==> src/rtl/jtag_pkg.sv <==
// ============================================================================
// jtag_pkg : shared TAP state encoding, opcodes and data-register selects
// Rev 1.0
// ============================================================================
`default_nettype none

package jtag_pkg;

    typedef enum logic [3:0] {
        TLR    = 4'hF,
        RTI    = 4'hC,
        SEL_DR = 4'h7,
        CAP_DR = 4'h6,
        SH_DR  = 4'h2,
        EX1_DR = 4'h1,
        P_DR   = 4'h3,
        EX2_DR = 4'h0,
        UPD_DR = 4'h5,
        SEL_IR = 4'h4,
        CAP_IR = 4'hE,
        SH_IR  = 4'hA,
        EX1_IR = 4'h9,
        P_IR   = 4'hB,
        EX2_IR = 4'h8,
        UPD_IR = 4'hD
    } tap_state_t;

    // Opcodes are zero-extended to IR_W; BYPASS is all ones at any width.
    localparam int OP_EXTEST = 0;
    localparam int OP_SAMPLE = 1;
    localparam int OP_IDCODE = 2;

    typedef enum logic [1:0] {
        BYP = 2'd0,
        IDC = 2'd1,
        BSR = 2'd2
    } dr_sel_t;

    function automatic logic is_shift_state(input tap_state_t s);
        return (s == SH_DR) || (s == SH_IR);
    endfunction

endpackage

`default_nettype wire

==> src/rtl/jtag_tap_fsm.sv <==
// ============================================================================
// jtag_tap_fsm : 16-state TAP controller, advances once per advance pulse
// Rev 1.0
// ============================================================================
`default_nettype none

module jtag_tap_fsm
    import jtag_pkg::*;
(
    input  logic       clk,
    input  logic       reset,
    input  logic       advance,
    input  logic       tms,
    output logic [3:0] state
);

    tap_state_t r_state;
    tap_state_t w_next;

    always_comb begin
        w_next = TLR;
        case (r_state)
            TLR:     w_next = tms ? TLR    : RTI;
            RTI:     w_next = tms ? SEL_DR : RTI;
            SEL_DR:  w_next = tms ? SEL_IR : CAP_DR;
            CAP_DR:  w_next = tms ? EX1_DR : SH_DR;
            SH_DR:   w_next = tms ? EX1_DR : SH_DR;
            EX1_DR:  w_next = tms ? UPD_DR : P_DR;
            P_DR:    w_next = tms ? EX2_DR : P_DR;
            EX2_DR:  w_next = tms ? UPD_DR : SH_DR;
            UPD_DR:  w_next = tms ? SEL_DR : RTI;
            SEL_IR:  w_next = tms ? TLR    : CAP_IR;
            CAP_IR:  w_next = tms ? EX1_IR : SH_IR;
            SH_IR:   w_next = tms ? EX1_IR : SH_IR;
            EX1_IR:  w_next = tms ? UPD_IR : P_IR;
            P_IR:    w_next = tms ? EX2_IR : P_IR;
            EX2_IR:  w_next = tms ? UPD_IR : SH_IR;
            UPD_IR:  w_next = tms ? SEL_DR : RTI;
            default: w_next = TLR;
        endcase
    end

    always_ff @(posedge clk) begin
        if (reset) begin
            r_state <= TLR;
        end else if (advance) begin
            r_state <= w_next;
        end
    end

    assign state = r_state;

endmodule

`default_nettype wire

==> src/rtl/jtag_tap_sampled.sv <==
// ============================================================================
// jtag_tap_sampled : oversampled 1149.1 TAP with IR, BYPASS, IDCODE and BSR
// Optional IDCODE register enabled by macro JTAG_IDCODE_EN.   Rev 1.0
// ============================================================================
`default_nettype none

module jtag_tap_sampled
    import jtag_pkg::*;
#(
    parameter int          IR_W        = 4,
    parameter int          BSR_W       = 8,
    parameter logic [31:0] IDCODE_VAL  = 32'h1000_0A5B,
    parameter int          SYNC_STAGES = 2
) (
    input  logic             clk,
    input  logic             reset,
    input  logic             tck,
    input  logic             tms,
    input  logic             tdi,
    output logic             tdo,
    output logic             tdo_oe,
    input  logic [BSR_W-1:0] pin_in,
    input  logic [BSR_W-1:0] core_out,
    output logic [BSR_W-1:0] pin_out,
    output logic             extest_active,
    output logic [3:0]       tap_state
);

    localparam logic [IR_W-1:0] C_OP_EXTEST = IR_W'(OP_EXTEST);
    localparam logic [IR_W-1:0] C_OP_SAMPLE = IR_W'(OP_SAMPLE);
`ifdef JTAG_IDCODE_EN
    localparam logic [IR_W-1:0] C_OP_IDCODE = IR_W'(OP_IDCODE);
    localparam logic [IR_W-1:0] C_IR_RESET  = C_OP_IDCODE;
`else
    localparam logic [IR_W-1:0] C_IR_RESET  = '1;
`endif

    generate
        if (IDCODE_VAL[0] != 1'b1 || IR_W < 2 || SYNC_STAGES < 2) begin : g_param_check
            $error("jtag_tap_sampled: illegal parameter combination");
        end
    endgenerate

    logic [SYNC_STAGES-1:0] r_tck_sync;
    logic [SYNC_STAGES-1:0] r_tms_sync;
    logic [SYNC_STAGES-1:0] r_tdi_sync;
    logic                   r_tck_last;

    always_ff @(posedge clk) begin
        if (reset) begin
            r_tck_sync <= '0;
            r_tms_sync <= '0;
            r_tdi_sync <= '0;
            r_tck_last <= 1'b0;
        end else begin
            r_tck_sync <= {r_tck_sync[SYNC_STAGES-2:0], tck};
            r_tms_sync <= {r_tms_sync[SYNC_STAGES-2:0], tms};
            r_tdi_sync <= {r_tdi_sync[SYNC_STAGES-2:0], tdi};
            r_tck_last <= r_tck_sync[SYNC_STAGES-1];
        end
    end

    logic w_tck_rise;
    logic w_tck_fall;
    logic w_tms_s;
    logic w_tdi_s;

    assign w_tck_rise =  r_tck_sync[SYNC_STAGES-1] & ~r_tck_last;
    assign w_tck_fall = ~r_tck_sync[SYNC_STAGES-1] &  r_tck_last;
    assign w_tms_s    =  r_tms_sync[SYNC_STAGES-1];
    assign w_tdi_s    =  r_tdi_sync[SYNC_STAGES-1];

    logic [3:0] w_state_raw;
    tap_state_t w_state;

    jtag_tap_fsm u_fsm (
        .clk     (clk),
        .reset   (reset),
        .advance (w_tck_rise),
        .tms     (w_tms_s),
        .state   (w_state_raw)
    );

    assign w_state   = tap_state_t'(w_state_raw);
    assign tap_state = w_state_raw;

    logic [IR_W-1:0]  r_ir_sr;
    logic [IR_W-1:0]  r_ir;
    logic             r_byp;
    logic [BSR_W-1:0] r_bsr_sr;
    logic [BSR_W-1:0] r_bsr_upd;
    logic             r_extest;
    logic             r_tdo;
    logic             r_tdo_oe;
    dr_sel_t          w_sel;
    logic             w_idc_lsb;
    logic             w_dr_lsb;

    always_comb begin
        w_sel = BYP;
        if (r_ir == C_OP_EXTEST || r_ir == C_OP_SAMPLE) begin
            w_sel = BSR;
        end
`ifdef JTAG_IDCODE_EN
        else if (r_ir == C_OP_IDCODE) begin
            w_sel = IDC;
        end
`endif
    end

`ifdef JTAG_IDCODE_EN
    logic [31:0] r_idc;

    always_ff @(posedge clk) begin
        if (reset) begin
            r_idc <= '0;
        end else if (w_tck_rise && w_sel == IDC) begin
            if (w_state == CAP_DR) begin
                r_idc <= IDCODE_VAL;
            end else if (w_state == SH_DR) begin
                r_idc <= {w_tdi_s, r_idc[31:1]};
            end
        end
    end

    assign w_idc_lsb = r_idc[0];
`else
    assign w_idc_lsb = 1'b0;
`endif

    always_comb begin
        w_dr_lsb = r_byp;
        case (w_sel)
            IDC:     w_dr_lsb = w_idc_lsb;
            BSR:     w_dr_lsb = r_bsr_sr[0];
            default: w_dr_lsb = r_byp;
        endcase
    end

    always_ff @(posedge clk) begin
        if (reset) begin
            r_ir_sr   <= '0;
            r_ir      <= C_IR_RESET;
            r_byp     <= 1'b0;
            r_bsr_sr  <= '0;
            r_bsr_upd <= '0;
            r_extest  <= 1'b0;
            r_tdo     <= 1'b0;
            r_tdo_oe  <= 1'b0;
        end else begin
            // Holding TLR keeps the instruction parked; bsr_update is left alone.
            if (w_state == TLR) begin
                r_ir     <= C_IR_RESET;
                r_extest <= 1'b0;
            end
            if (w_tck_rise) begin
                case (w_state)
                    CAP_IR: r_ir_sr <= IR_W'(2'b01);
                    SH_IR:  r_ir_sr <= {w_tdi_s, r_ir_sr[IR_W-1:1]};
                    UPD_IR: begin
                        r_ir     <= r_ir_sr;
                        r_extest <= (r_ir_sr == C_OP_EXTEST);
                    end
                    CAP_DR: begin
                        if (w_sel == BYP) r_byp    <= 1'b0;
                        if (w_sel == BSR) r_bsr_sr <= pin_in;
                    end
                    SH_DR: begin
                        if (w_sel == BYP) r_byp    <= w_tdi_s;
                        if (w_sel == BSR) r_bsr_sr <= {w_tdi_s, r_bsr_sr[BSR_W-1:1]};
                    end
                    UPD_DR: begin
                        if (w_sel == BSR) r_bsr_upd <= r_bsr_sr;
                    end
                    default: ;
                endcase
            end
            if (w_tck_fall) begin
                if (w_state == SH_IR) begin
                    r_tdo <= r_ir_sr[0];
                end else if (w_state == SH_DR) begin
                    r_tdo <= w_dr_lsb;
                end
                r_tdo_oe <= is_shift_state(w_state);
            end
        end
    end

    assign tdo           = r_tdo;
    assign tdo_oe        = r_tdo_oe;
    assign extest_active = r_extest;
    assign pin_out       = r_extest ? r_bsr_upd : core_out;

endmodule

`default_nettype wire

==> config.mk <==
export PLATFORM = sky130hd
export DESIGN_NAME = jtag_tap_sampled
export DESIGN_NICKNAME = d
export VERILOG_FILES = /design/src/rtl/jtag_pkg.sv /design/src/rtl/jtag_tap_fsm.sv /design/src/rtl/jtag_tap_sampled.sv
export SDC_FILE = /design/constraint.sdc
export NUM_CORES = 1
export LEC_CHECK = 0
export ABC_AREA = 1
export BUFFER_PORTS_ARGS = -buffer_cell sky130_fd_sc_hd__clkbuf_2
export CAP_MARGIN = 20
export CORE_MARGIN = 5
export CORE_UTILIZATION = 25
export DETAILED_ROUTE_END_ITERATION = 10
export MAX_ROUTING_LAYER = met4
export PLACE_DENSITY = 0.39
export SLEW_MARGIN = 10
export SYNTH_ARGS = -nofsm -noshare
export SYNTH_HDL_FRONTEND = slang
export SYNTH_SLANG_ARGS = --single-unit
==> constraint.sdc <==
create_clock -name clk -period 1.9 [get_ports clk]
set_clock_uncertainty 0.2 [all_clocks]
set_input_delay 0.19 -clock clk [delete_from_list [all_inputs] [get_ports clk]]
set_output_delay 0.19 -clock clk [all_outputs]
set_load 0.01 [all_outputs]
==> flow_metrics.env, run 1 <==
export IMPL_status="complete, no violations"
export IMPL_p_int_mw=1.250
export IMPL_critPathSlowestCell="dfxtp_1"
export IMPL_p_seq_share_pct=50.0
export IMPL_worst_r2r_path_depth=5
export IMPL_clkSlewWorstSetupHoldPaths_ns=0.08
export IMPL_setup_worst_path_class="reg2reg"
export IMPL_grt_use_met1_pct=12.75
export IMPL_firstDrtPassIters=4
export IMPL_worstReg2RegEnd="r_bsr_upd[2]"
export IMPL_holdWs_ns=0.01665
export IMPL_synth_most_common_cell="nand2_1"
export IMPL_layout_drive_gt1_share_pct=19.57
export IMPL_clockBufferDepth=2
export IMPL_slew_headroom_pct=73.20
export IMPL_grt_first_pass_wirelength_microns=7583
export IMPL_gp_congestion=0.7975
export IMPL_setup_viol=0
export IMPL_start_kind="register"
export IMPL_wl_per_cell_microns=10.35
export IMPL_die_w_microns=96.44
export IMPL_globalRouteTotalUtil_pct=10.81
export IMPL_power_frac_clock_pct=41.7
export IMPL_hold_class="in2reg"
export IMPL_area_growth_pct=21.17
export IMPL_async_reset_ff_share_pct=0
export IMPL_yosys_area_top_type="dfxtp_1"
export IMPL_crit_top_cell="nor2_1"
export IMPL_io_buffers=35
export IMPL_cts_tree="built"
export IMPL_synth_area_sq_um=1868
export IMPL_rrSetupSlack_ns=0.28
export IMPL_rows=31
export IMPL_fin_nets=347
export IMPL_grt_overflow_total=0
export IMPL_fin_setup_tns_ns=0
export IMPL_hold_depth=5
export IMPL_num_vias=1727
export IMPL_ys_top_cells_by_area="dfxtp_1 41%, nand2_1 18%, nor2_1 11%"
export IMPL_critPathCaptureType="register"
export IMPL_cts_buffers_inserted=5
export IMPL_pin_count=36
export IMPL_htreeDepth=2
export IMPL_worst_slew_pin_slew_ns=0.4004
export IMPL_viasPerCell=4.054
export IMPL_maxCapViolations=0
export IMPL_synth_edf_count=0
export IMPL_ys_types=23
export IMPL_yosysWarnings=0
export IMPL_core_area_sq_um=7253
export IMPL_min_to="r_bsr_sr[7]"
export IMPL_final_hold_violation_count=0
export IMPL_routed_wl_microns=4408
export IMPL_use_met3_pct=2.556
export IMPL_peakVddDrop_v=0.0002679
export IMPL_fmax_mhz=617.0
export IMPL_postSynthNetCount=309
export IMPL_p_leak_nw=1.128
export IMPL_drcViolationCount=0
export IMPL_fin_total_pwr_mw=1.637
export IMPL_clock_latency_ns=0.29
export IMPL_path_cells="nand2_1 -> nor2_4 -> and2_1 -> nor2_1 -> nor2_1"
export IMPL_hpwl_microns=3237
export IMPL_ys_ff_latch=38
export IMPL_use_met2_pct=17.99
export IMPL_worstHoldStart="pin_in[7]"
export IMPL_first_global_vias=1677
export IMPL_net_switching_power_mw=0.3868
export IMPL_critPathMaxFanout=9
export IMPL_max_stage_delay_ns=0.49
export IMPL_busiest_layer="met2"
export IMPL_clkSinkCount=38
export IMPL_dominantRegCellSynth="dfxtp_1"
export IMPL_ant_nets=0
export IMPL_n_antenna_cell=0
export IMPL_finalCriticalPeriod_ns=1.621
export IMPL_comb_power_share_pct=8.3
export IMPL_antenna_found_initial=0
export IMPL_dieHeight_microns=96.44
export IMPL_drt_iter0_markers=27
export IMPL_netlist_instances=288
export IMPL_sw_frac_of_total_pct=23.63
export IMPL_post_route_period_util_pct=85.30
export IMPL_maxSlewViolCount=0
export IMPL_initial_core_util_pct=25.75
export IMPL_root_buffer="clkbuf_8"
export IMPL_synth_top_area_share_pct=40.72
export IMPL_synth_common_cells="91 x nand2_1, 53 x nor2_1, 38 x dfxtp_1, 32 x inv_1, 22 x nand3_1"
export IMPL_rr_startpoint="u_fsm.state[2]"
export IMPL_setup_ws_ns=0.2792
export IMPL_dieArea_sq_um=9301
export IMPL_synth_seq_area_share_pct=40.72
export IMPL_rsz0062_at_grt="false"
export IMPL_dp_slack_ns=0.2651
export IMPL_grt_max_degree=23
export IMPL_worst_endpoint_required_ns=1.93
export IMPL_arrival_ns=1.65
export IMPL_avgSynthCellArea_sq_um=6.486
export IMPL_power_density_nw_per_um2=723.3
-- metrics by stage --
stage | area (sq um) | util, % | instances
detailed placement | 2125 | 29.29 | 415
global placement | 2125 | 29.29 | 415
floorplan | 1868 | - | 288
finish | 2263 | 31.21 | 426
CTS | 2263 | 31.21 | 426
global route | 2263 | 31.21 | 426
-- critical path, delay by kind of cell, from the launching register on --
family,cells,cell delay (ns)
flops,1,0.49
simple gates,5,0.85
-- worst max-delay path by stage --
stage                              start      endpoint  slack (ns)  depth (start not counted)
after floorplan           u_fsm.state[1]   r_bsr_sr[5]        0.44                          8
after global placement     r_tck_sync[1]  r_bsr_upd[5]        0.29                          5
after detailed placement   r_tck_sync[1]  r_bsr_upd[2]        0.27                          5
after CTS                  r_tck_sync[1]  r_bsr_upd[2]        0.24                          5
after global routing       r_tck_sync[1]  r_bsr_upd[1]        0.07                          5
final                     u_fsm.state[2]  r_bsr_upd[2]        0.28                          5
-- layout by cell type, fill, tap and decap left out --
master and instances:
nand2_1 91, nor2_1 53, dfxtp_1 38, clkbuf_2 35, inv_1 32, nand3_1 22, a21oi_1 8, o21ai_0 7
o21ai_2 7, clkbuf_8 5, buf_4 4, nand2_2 3, o211ai_1 3, dlygate4sd3_1 3, inv_2 2, nor2_4 2
nor2_2 2, nor3_1 2, clkinv_2 2, clkinv_1 1, and2_1 1, nand2_4 1, nand4_1 1, a31oi_1 1
bufinv_16 1
-- state kept, by name (all words and copies together) (netlist names) --
| signal | flops |
|---|---|
| r_byp | 1 |
| r_tck_sync | 2 |
| u_fsm.state | 4 |
| r_bsr_sr | 8 |
| tdo_oe | 1 |
| r_tdi_sync | 2 |
| r_tck_last | 1 |
| r_ir | 3 |
| extest_active | 1 |
| r_tms_sync | 2 |
| tdo | 1 |
| r_ir_sr | 4 |
| r_bsr_upd | 8 |
-- kinds of logic (layout without fill, tap and decap cells) --
kind of cell           count (synthesis)  after routing  share of synthesized area [%]
AOI/OAI and AO/OA                     26             26                          8.841
buffers and inverters                 46             85                          10.92
DFF                                   38             38                          40.72
and+or+nand+nor                      178            178                          39.52
-- cell type report --
| type | count | area [sq um] |
|---|---|---|
| Tap cell | 99 | 123.9 |
| Sequential cell | 38 | 760.7 |
| Multi-Input combinational cell | 204 | 903.4 |
| Inverter | 35 | 131.4 |
| Timing Repair Buffer | 42 | 235.2 |
| Clock buffer | 5 | 68.82 |
| Clock inverter | 3 | 40.04 |
| Fill cell | 826 | 4990 |
-- power by group through the flow --
stage                     registers, mW  logic, mW  clock network, mW
final                             0.819      0.136              0.683
after global routing              0.821      0.157              0.751
after CTS                         0.819      0.139              0.719
after detailed placement          0.838      0.133                  0
after global placement            0.838      0.134                  0
after floorplan                   0.835     0.0849                  0
-- what timing repair did --
item | 4_1_cts | 5_1_grt
buffers inserted | 0 | 0
hold endpoints to repair | 3 | 0
gates resized for setup | 0 | 0
hold buffers | 3 | 0
-- per-layer routing --
metal	vias to the layer above	share of wire, %
met5	-	0
met1	742	47
li1	958	-
met2	22	48
met4	0	1.2
met3	5	3.8
(Power assumes the default switching activity.)
==> run 2: changes to the inputs <==
- ABC_AREA: 1 -> default
- CORE_UTILIZATION: 25 -> 50
- PLACE_DENSITY: 0.39 -> 0.71
==> run 2 against run 1 <==
Compared with the run above:
- area after synthesis shrank 11%
- first-iteration DRC count grew to 4.9 times the previous value
- via count shrank 5.6%
- register-to-register slack lost 0.20 ns
- die area shrank 51%
- clock-buffer cell count grew 1
- final area shrank 5.9%
- core utilization grew 37 points
- sequential cell count is the same
- worst hold slack gained 0.065 ns
- critical path type unchanged
- largest power group unchanged
==> flow_metrics.env, run 2 <==
export IMPL_critPathCaptureType="register"
export IMPL_routed_wl_microns=4270
export IMPL_final_cells=285
export IMPL_layout_common_cells="36 x dfxtp_1, 35 x clkbuf_2, 25 x nand2_1"
export IMPL_placed_area_sq_um=1949
export IMPL_globalRouteTotalUtil_pct=21.03
export IMPL_setup_ws_ns=0.07665
export IMPL_pin_count=36
export IMPL_synth_area_sq_um=1654
export IMPL_synth_common_cells="38 x dfxtp_1, 25 x nand2_1, 15 x a21oi_1, 13 x o21ai_0, 11 x nor2_1"
export IMPL_final_hold_violation_count=0
export IMPL_ant_nets=0
export IMPL_drcViolationCount=0
export IMPL_die_w_microns=67.52
export IMPL_status="complete, no violations"
export IMPL_slew_headroom_pct=74.42
export IMPL_fmax_mhz=548.4
export IMPL_top_regs="r_bsr_sr: 8 flops, r_bsr_upd: 8 flops"
export IMPL_clockBufferDepth=2
export IMPL_dp_cells=267
export IMPL_setup_viol=0
export IMPL_initial_core_util_pct=53.31
export IMPL_dieArea_sq_um=4558
export IMPL_grt_overflow_total=0
export IMPL_core_area_sq_um=3103
export IMPL_yosysWarnings=0
export IMPL_worstReg2RegEnd="r_bsr_upd[6]"
export IMPL_rr_startpoint="u_fsm.state[3]"
export IMPL_cts_tree="built"
export IMPL_setup_worst_path_class="reg2reg"
export IMPL_gp_congestion=0.8495
export IMPL_synth_compound_area_share_pct=15.96
export IMPL_grt_first_pass_wirelength_microns=6975
export IMPL_clkSlewWorstSetupHoldPaths_ns=0.11
export IMPL_yosys_area_top_type="dfxtp_1"
export IMPL_worst_r2r_path_depth=5
export IMPL_fin_nets=263
export IMPL_postSynthNetCount=207
export IMPL_first_global_vias=1573
export IMPL_min_to="r_bsr_upd[2]"
export IMPL_worstHoldStart="reset"
export IMPL_start_kind="register"
export IMPL_maxSlewViolCount=0
export IMPL_p_seq_share_pct=58.1
export IMPL_sw_frac_of_total_pct=24.78
export IMPL_netlist_instances=186
export IMPL_final_common_cell="dfxtp_1"
export IMPL_p_int_mw=1.064
export IMPL_synth_top_family_by_area="simple AND/OR/NAND/NOR gates"
export IMPL_hpwl_microns=3010
export IMPL_dominantRegCellSynth="dfxtp_1"
export IMPL_post_route_period_util_pct=95.97
export IMPL_clkSinkCount=38
export IMPL_critPathMaxFanout=8
export IMPL_htreeDepth=2
export IMPL_area_growth_pct=28.82
export IMPL_ys_types=33
export IMPL_clock_latency_ns=0.35
export IMPL_firstDrtPassIters=5
export IMPL_synth_top_area_share_pct=45.99
export IMPL_synth_edf_count=0
export IMPL_dp_slack_ns=0.05262
export IMPL_net_switching_power_mw=0.3504
export IMPL_num_vias=1631
export IMPL_arrival_ns=1.84
export IMPL_worst_slew_pin_slew_ns=0.3836
export IMPL_fin_util_pct=68.67
export IMPL_hold_class="in2reg"
export IMPL_p_leak_nw=0.8593
export IMPL_worst_endpoint_required_ns=1.92
export IMPL_muxShareOfSynthArea_pct=10.89
export IMPL_fin_setup_tns_ns=0
export IMPL_n_antenna_cell=0
export IMPL_synth_seq_area_share_pct=45.99
export IMPL_maxCapViolations=0
export IMPL_synth_simple_area_share_pct=23.15
export IMPL_rows=20
export IMPL_post_route_cell_area_sq_um=2131
export IMPL_hold_depth=2
export IMPL_async_reset_ff_share_pct=0
export IMPL_rsz0062_at_grt="true"
export IMPL_fillCellCount=273
export IMPL_power_frac_clock_pct=29.3
export IMPL_ys_top_cells_by_area="dfxtp_1 46%, nand2_1 5.7%, mux2i_1 5.4%"
export IMPL_power_density_nw_per_um2=663.6
export IMPL_peakVddDrop_v=0.0005960
export IMPL_root_buffer="clkbuf_4"
export IMPL_antenna_found_initial=0
export IMPL_io_buffers=35
export IMPL_drt_iter0_markers=132
export IMPL_rrSetupSlack_ns=0.08
export IMPL_synth_most_common_cell="dfxtp_1"
export IMPL_layout_drive_gt1_share_pct=30.29
export IMPL_ys_ff_latch=38
export IMPL_dieHeight_microns=67.52
export IMPL_wl_per_cell_microns=14.98
export IMPL_synthAdderAreaFrac_pct=0
export IMPL_synth_xor_area_share_pct=0
export IMPL_cts_buffers_inserted=5
export IMPL_grt_max_degree=18
export IMPL_viasPerCell=5.723
export IMPL_finalCriticalPeriod_ns=1.823
export IMPL_comb_power_share_pct=12.6
export IMPL_avgSynthCellArea_sq_um=8.893
## run 2: metal layers
metal	part of all wire, %	global-route usage, %
met1	39	22.72
met2	51	36.45
met3	7.9	3.993
met4	1.6	10.63
met5	0	-
## run 2: cells by family (layout without fill, tap and decap cells)
kind of cell / after synthesis / after routing
muxes: 17 / 17
buffers and inverters: 17 / 72
AOI/OAI and AO/OA: 44 / 44
and+or+nand+nor: 70 / 70
DFF: 38 / 38
## run 2: power by group through the flow
stage | Sequential, mW | Combinational (mW) | Clock (mW)
2_1_floorplan | 0.839 | 0.0882 | 0
3_3_place_gp | 0.839 | 0.152 | 0
3_5_place_dp | 0.840 | 0.158 | 0
4_1_cts | 0.821 | 0.176 | 0.424
5_1_grt | 0.824 | 0.195 | 0.466
6_report | 0.821 | 0.178 | 0.415
## run 2: worst max-delay path, stage by stage (launching register included)
cell and delay [ns]:
dfxtp_2 0.35, or4_4 0.55, nor4_4 0.15, buf_6 0.19, mux2i_1 0.19, nor2_1 0.06
## run 2: final cells by class
class / instances / area [sq um] / share of cell area (%)
Multi-Input combinational cell: 131 / 837.1 / 39.28
Clock buffer: 6 / 51.30 / 2.408
Tap cell: 44 / 55.05 / 2.584
Inverter: 5 / 18.77 / 0.8808
Timing Repair Buffer: 61 / 405.4 / 19.03
Sequential cell: 38 / 763.2 / 35.82
## run 2: repair_timing
| item | 4_1_cts | 5_1_grt |
|---|---|---|
| hold buffers | 11 | 0 |
| pin swaps | 0 | 2 |
| buffers inserted | 0 | 1 |
| gates resized for setup | 1 | 3 |
| setup endpoints to repair | 8 | 13 |
| hold endpoints to repair | 11 | 0 |
## run 2: worst max path at each step
| stage | start | end | slack (ns) | cells past startpoint |
|---|---|---|---|---|
| 2_1_floorplan | u_fsm.state[3] | r_bsr_upd[0] | -0.06 | 4 |
| 3_3_place_gp | u_fsm.state[3] | r_bsr_upd[4] | 0.09 | 5 |
| 3_5_place_dp | u_fsm.state[3] | r_bsr_upd[1] | 0.05 | 5 |
| 4_1_cts | u_fsm.state[3] | r_bsr_upd[1] | 0.04 | 5 |
| 5_1_grt | u_fsm.state[3] | r_bsr_upd[5] | -0.03 | 5 |
| 6_report | u_fsm.state[3] | r_bsr_upd[6] | 0.08 | 5 |
## run 2: metrics by stage
step / hold slack (ns) / total power [mW]
2_1_floorplan: 0.1182 / 0.9271
3_3_place_gp: 0.2074 / 0.9911
3_5_place_dp: 0.2076 / 0.9974
4_1_cts: 0.06389 / 1.422
5_1_grt: 0.09409 / 1.485
6_report: 0.08175 / 1.414
==> run 3: changes to the inputs <==
--- a/config.mk
+++ b/config.mk
@@ -8,4 +8,5 @@
 export BUFFER_PORTS_ARGS = -buffer_cell sky130_fd_sc_hd__clkbuf_2
 export CAP_MARGIN = 20
+export CORE_ASPECT_RATIO = 1.25
 export CORE_MARGIN = 5
 export CORE_UTILIZATION = 50
==> constraint.sdc (replaced) <==
create_clock -name clk -period 1.9 [get_ports clk]
set_clock_uncertainty 0.2 [all_clocks]
set_input_delay 0.38 -clock clk [delete_from_list [all_inputs] [get_ports clk]]
set_output_delay 0.38 -clock clk [all_outputs]
set_load 0.01 [all_outputs]
==> run 3 against run 2 <==
Compared with the run above:
- power grew 16%
- routed wire length shrank 8.4%
- clock power grew 60%
- via count shrank 9.6%
- cell count shrank 6.3%
- register-to-register slack is essentially flat
- combinational power shrank 13%
- non-clock buffer count shrank 13
- largest power group unchanged
- highest routed layer unchanged
==> flow_metrics.env, run 3 (synthesis results as in run 2) <==
export IMPL_finalCriticalPeriod_ns=1.821
export IMPL_drcViolationCount=0
export IMPL_post_route_period_util_pct=95.82
export IMPL_arrival_ns=1.24
export IMPL_grt_first_pass_wirelength_microns=6285
export IMPL_first_global_vias=1418
export IMPL_path_cells="mux2_2 -> clkbuf_2"
export IMPL_n_antenna_cell=0
export IMPL_fmax_mhz=549.3
export IMPL_power_frac_clock_pct=40.6
export IMPL_cts_tree="built"
export IMPL_setup_worst_path_class="reg2out"
export IMPL_final_hold_violation_count=0
export IMPL_die_w_microns=61.45
export IMPL_fin_nets=250
export IMPL_final_cells=267
export IMPL_ant_nets=0
export IMPL_dp_slack_ns=0.07633
export IMPL_globalRouteTotalUtil_pct=19.11
export IMPL_sw_frac_of_total_pct=22.78
export IMPL_dieHeight_microns=74.31
export IMPL_grt_max_degree=29
export IMPL_gp_congestion=0.8043
export IMPL_final_common_cell="dfxtp_1"
export IMPL_maxSlewViolCount=0
export IMPL_peakVddDrop_v=0.0008356
export IMPL_placed_area_sq_um=1926
export IMPL_initial_core_util_pct=51.78
export IMPL_clkSlewWorstSetupHoldPaths_ns=0.07
export IMPL_drt_iter0_markers=76
export IMPL_firstDrtPassIters=4
export IMPL_root_buffer="clkbuf_8"
export IMPL_worst_slew_pin_slew_ns=0.3493
export IMPL_viasPerCell=5.524
export IMPL_antenna_found_initial=0
export IMPL_maxCapViolations=0
export IMPL_hpwl_microns=2967
export IMPL_pin_count=36
export IMPL_max_stage_delay_ns=0.46
export IMPL_clockBufferDepth=2
export IMPL_dp_cells=258
export IMPL_critPathCaptureType="output pin"
export IMPL_rsz0062_at_grt="true"
export IMPL_cts_buffers_inserted=5
export IMPL_wl_per_cell_microns=14.65
export IMPL_start_kind="register"
export IMPL_post_route_cell_area_sq_um=2051
export IMPL_htreeDepth=2
export IMPL_fin_total_pwr_mw=1.640
export IMPL_routed_wl_microns=3912
export IMPL_top_regs="r_bsr_sr: 8 flops, r_bsr_upd: 8 flops"
export IMPL_clkSinkCount=38
export IMPL_status="complete, no violations"
export IMPL_p_leak_nw=0.8299
export IMPL_net_switching_power_mw=0.3735
export IMPL_setup_ws_ns=0.07942
export IMPL_hold_buffers=0
export IMPL_power_density_nw_per_um2=799.7
export IMPL_clock_latency_ns=0.29
export IMPL_hold_class="in2reg"
export IMPL_grt_overflow_total=0
export IMPL_rows=23
export IMPL_io_buffers=35
export IMPL_critPathMaxFanout=10
export IMPL_layout_common_cells="36 x dfxtp_1, 35 x clkbuf_2, 25 x nand2_1"
export IMPL_holdWs_ns=0.09601
export IMPL_crit_buf_inv=1
export IMPL_p_seq_share_pct=50.0
export IMPL_num_vias=1475
export IMPL_core_area_sq_um=3194
export IMPL_critPathTopFamily="flip-flops"
export IMPL_dieArea_sq_um=4566
export IMPL_area_growth_pct=23.98
export IMPL_worst_endpoint_required_ns=1.32
export IMPL_slew_headroom_pct=76.38
export IMPL_p_int_mw=1.267
export IMPL_setup_viol=0
export IMPL_critPathSlowestCell="dfxtp_2"
export IMPL_comb_power_share_pct=9.4
export IMPL_layout_drive_gt1_share_pct=31.30
## run 3: cell types whose count changed in the layout (fill, tap and decap cells not counted), moves of 2 or more
| cell | previous run | this run |
|---|---|---|
| buf_4 | 13 | 11 |
| clkbuf_8 | 1 | 5 |
| clkbuf_4 | 5 | 0 |
| clkinv_2 | 0 | 2 |
| dlygate4sd3_1 | 11 | 0 |
## run 3: worst paths after layout
check	from	endpoint	slack, ns	cells after the start
min	tdi	r_tdi_sync[0]	0.1	2
max	extest_active	pin_out[5]	0.08	2
max reg2reg	u_fsm.state[3]	u_fsm.state[1]	0.09	6
min reg2reg	r_tms_sync[0]	r_tms_sync[1]	0.24	1
## run 3: cell type report
cell class	instances	area (sq um)
Inverter	5	18.77
Multi-Input combinational cell	131	833.3
Sequential cell	38	763.2
Timing Repair Buffer	48	280.3
Fill cell	274	1144
Tap cell	37	46.29
Clock inverter	3	40.04
Clock buffer	5	68.82
## run 3: through the flow
| step | setup TNS, ns | utilization, % |
|---|---|---|
| floorplan | -0.4560 | - |
| global placement | 0 | 60.28 |
| detailed placement | 0 | 60.28 |
| CTS | 0 | 63.73 |
| global route | -0.05669 | 64.20 |
| finish | 0 | 64.20 |
## run 3: what timing repair did
item	in CTS	in global routing
resized for setup	1	2
setup endpoints to repair	8	12
pin swaps	0	0
buffers inserted	0	1
## run 3: power groups by stage
stage | clock, mW | combinational (mW) | sequential [mW]
CTS | 0.673 | 0.154 | 0.820
global placement | 0 | 0.150 | 0.838
global route | 0.719 | 0.172 | 0.821
floorplan | 0 | 0.0882 | 0.839
finish | 0.666 | 0.154 | 0.820
detailed placement | 0 | 0.153 | 0.839
## run 3: routing by layer
metal | vias to the layer above | global-route usage, % | part of all wire, % | routed length, microns
met5 | - | - | 0 | 0
met4 | 0 | 7.547 | 2.9 | 114
met3 | 10 | 5.208 | 6.2 | 241
met2 | 44 | 32.82 | 52 | 2016
met1 | 676 | 20.45 | 39 | 1541
li1 | 745 | - | - | -
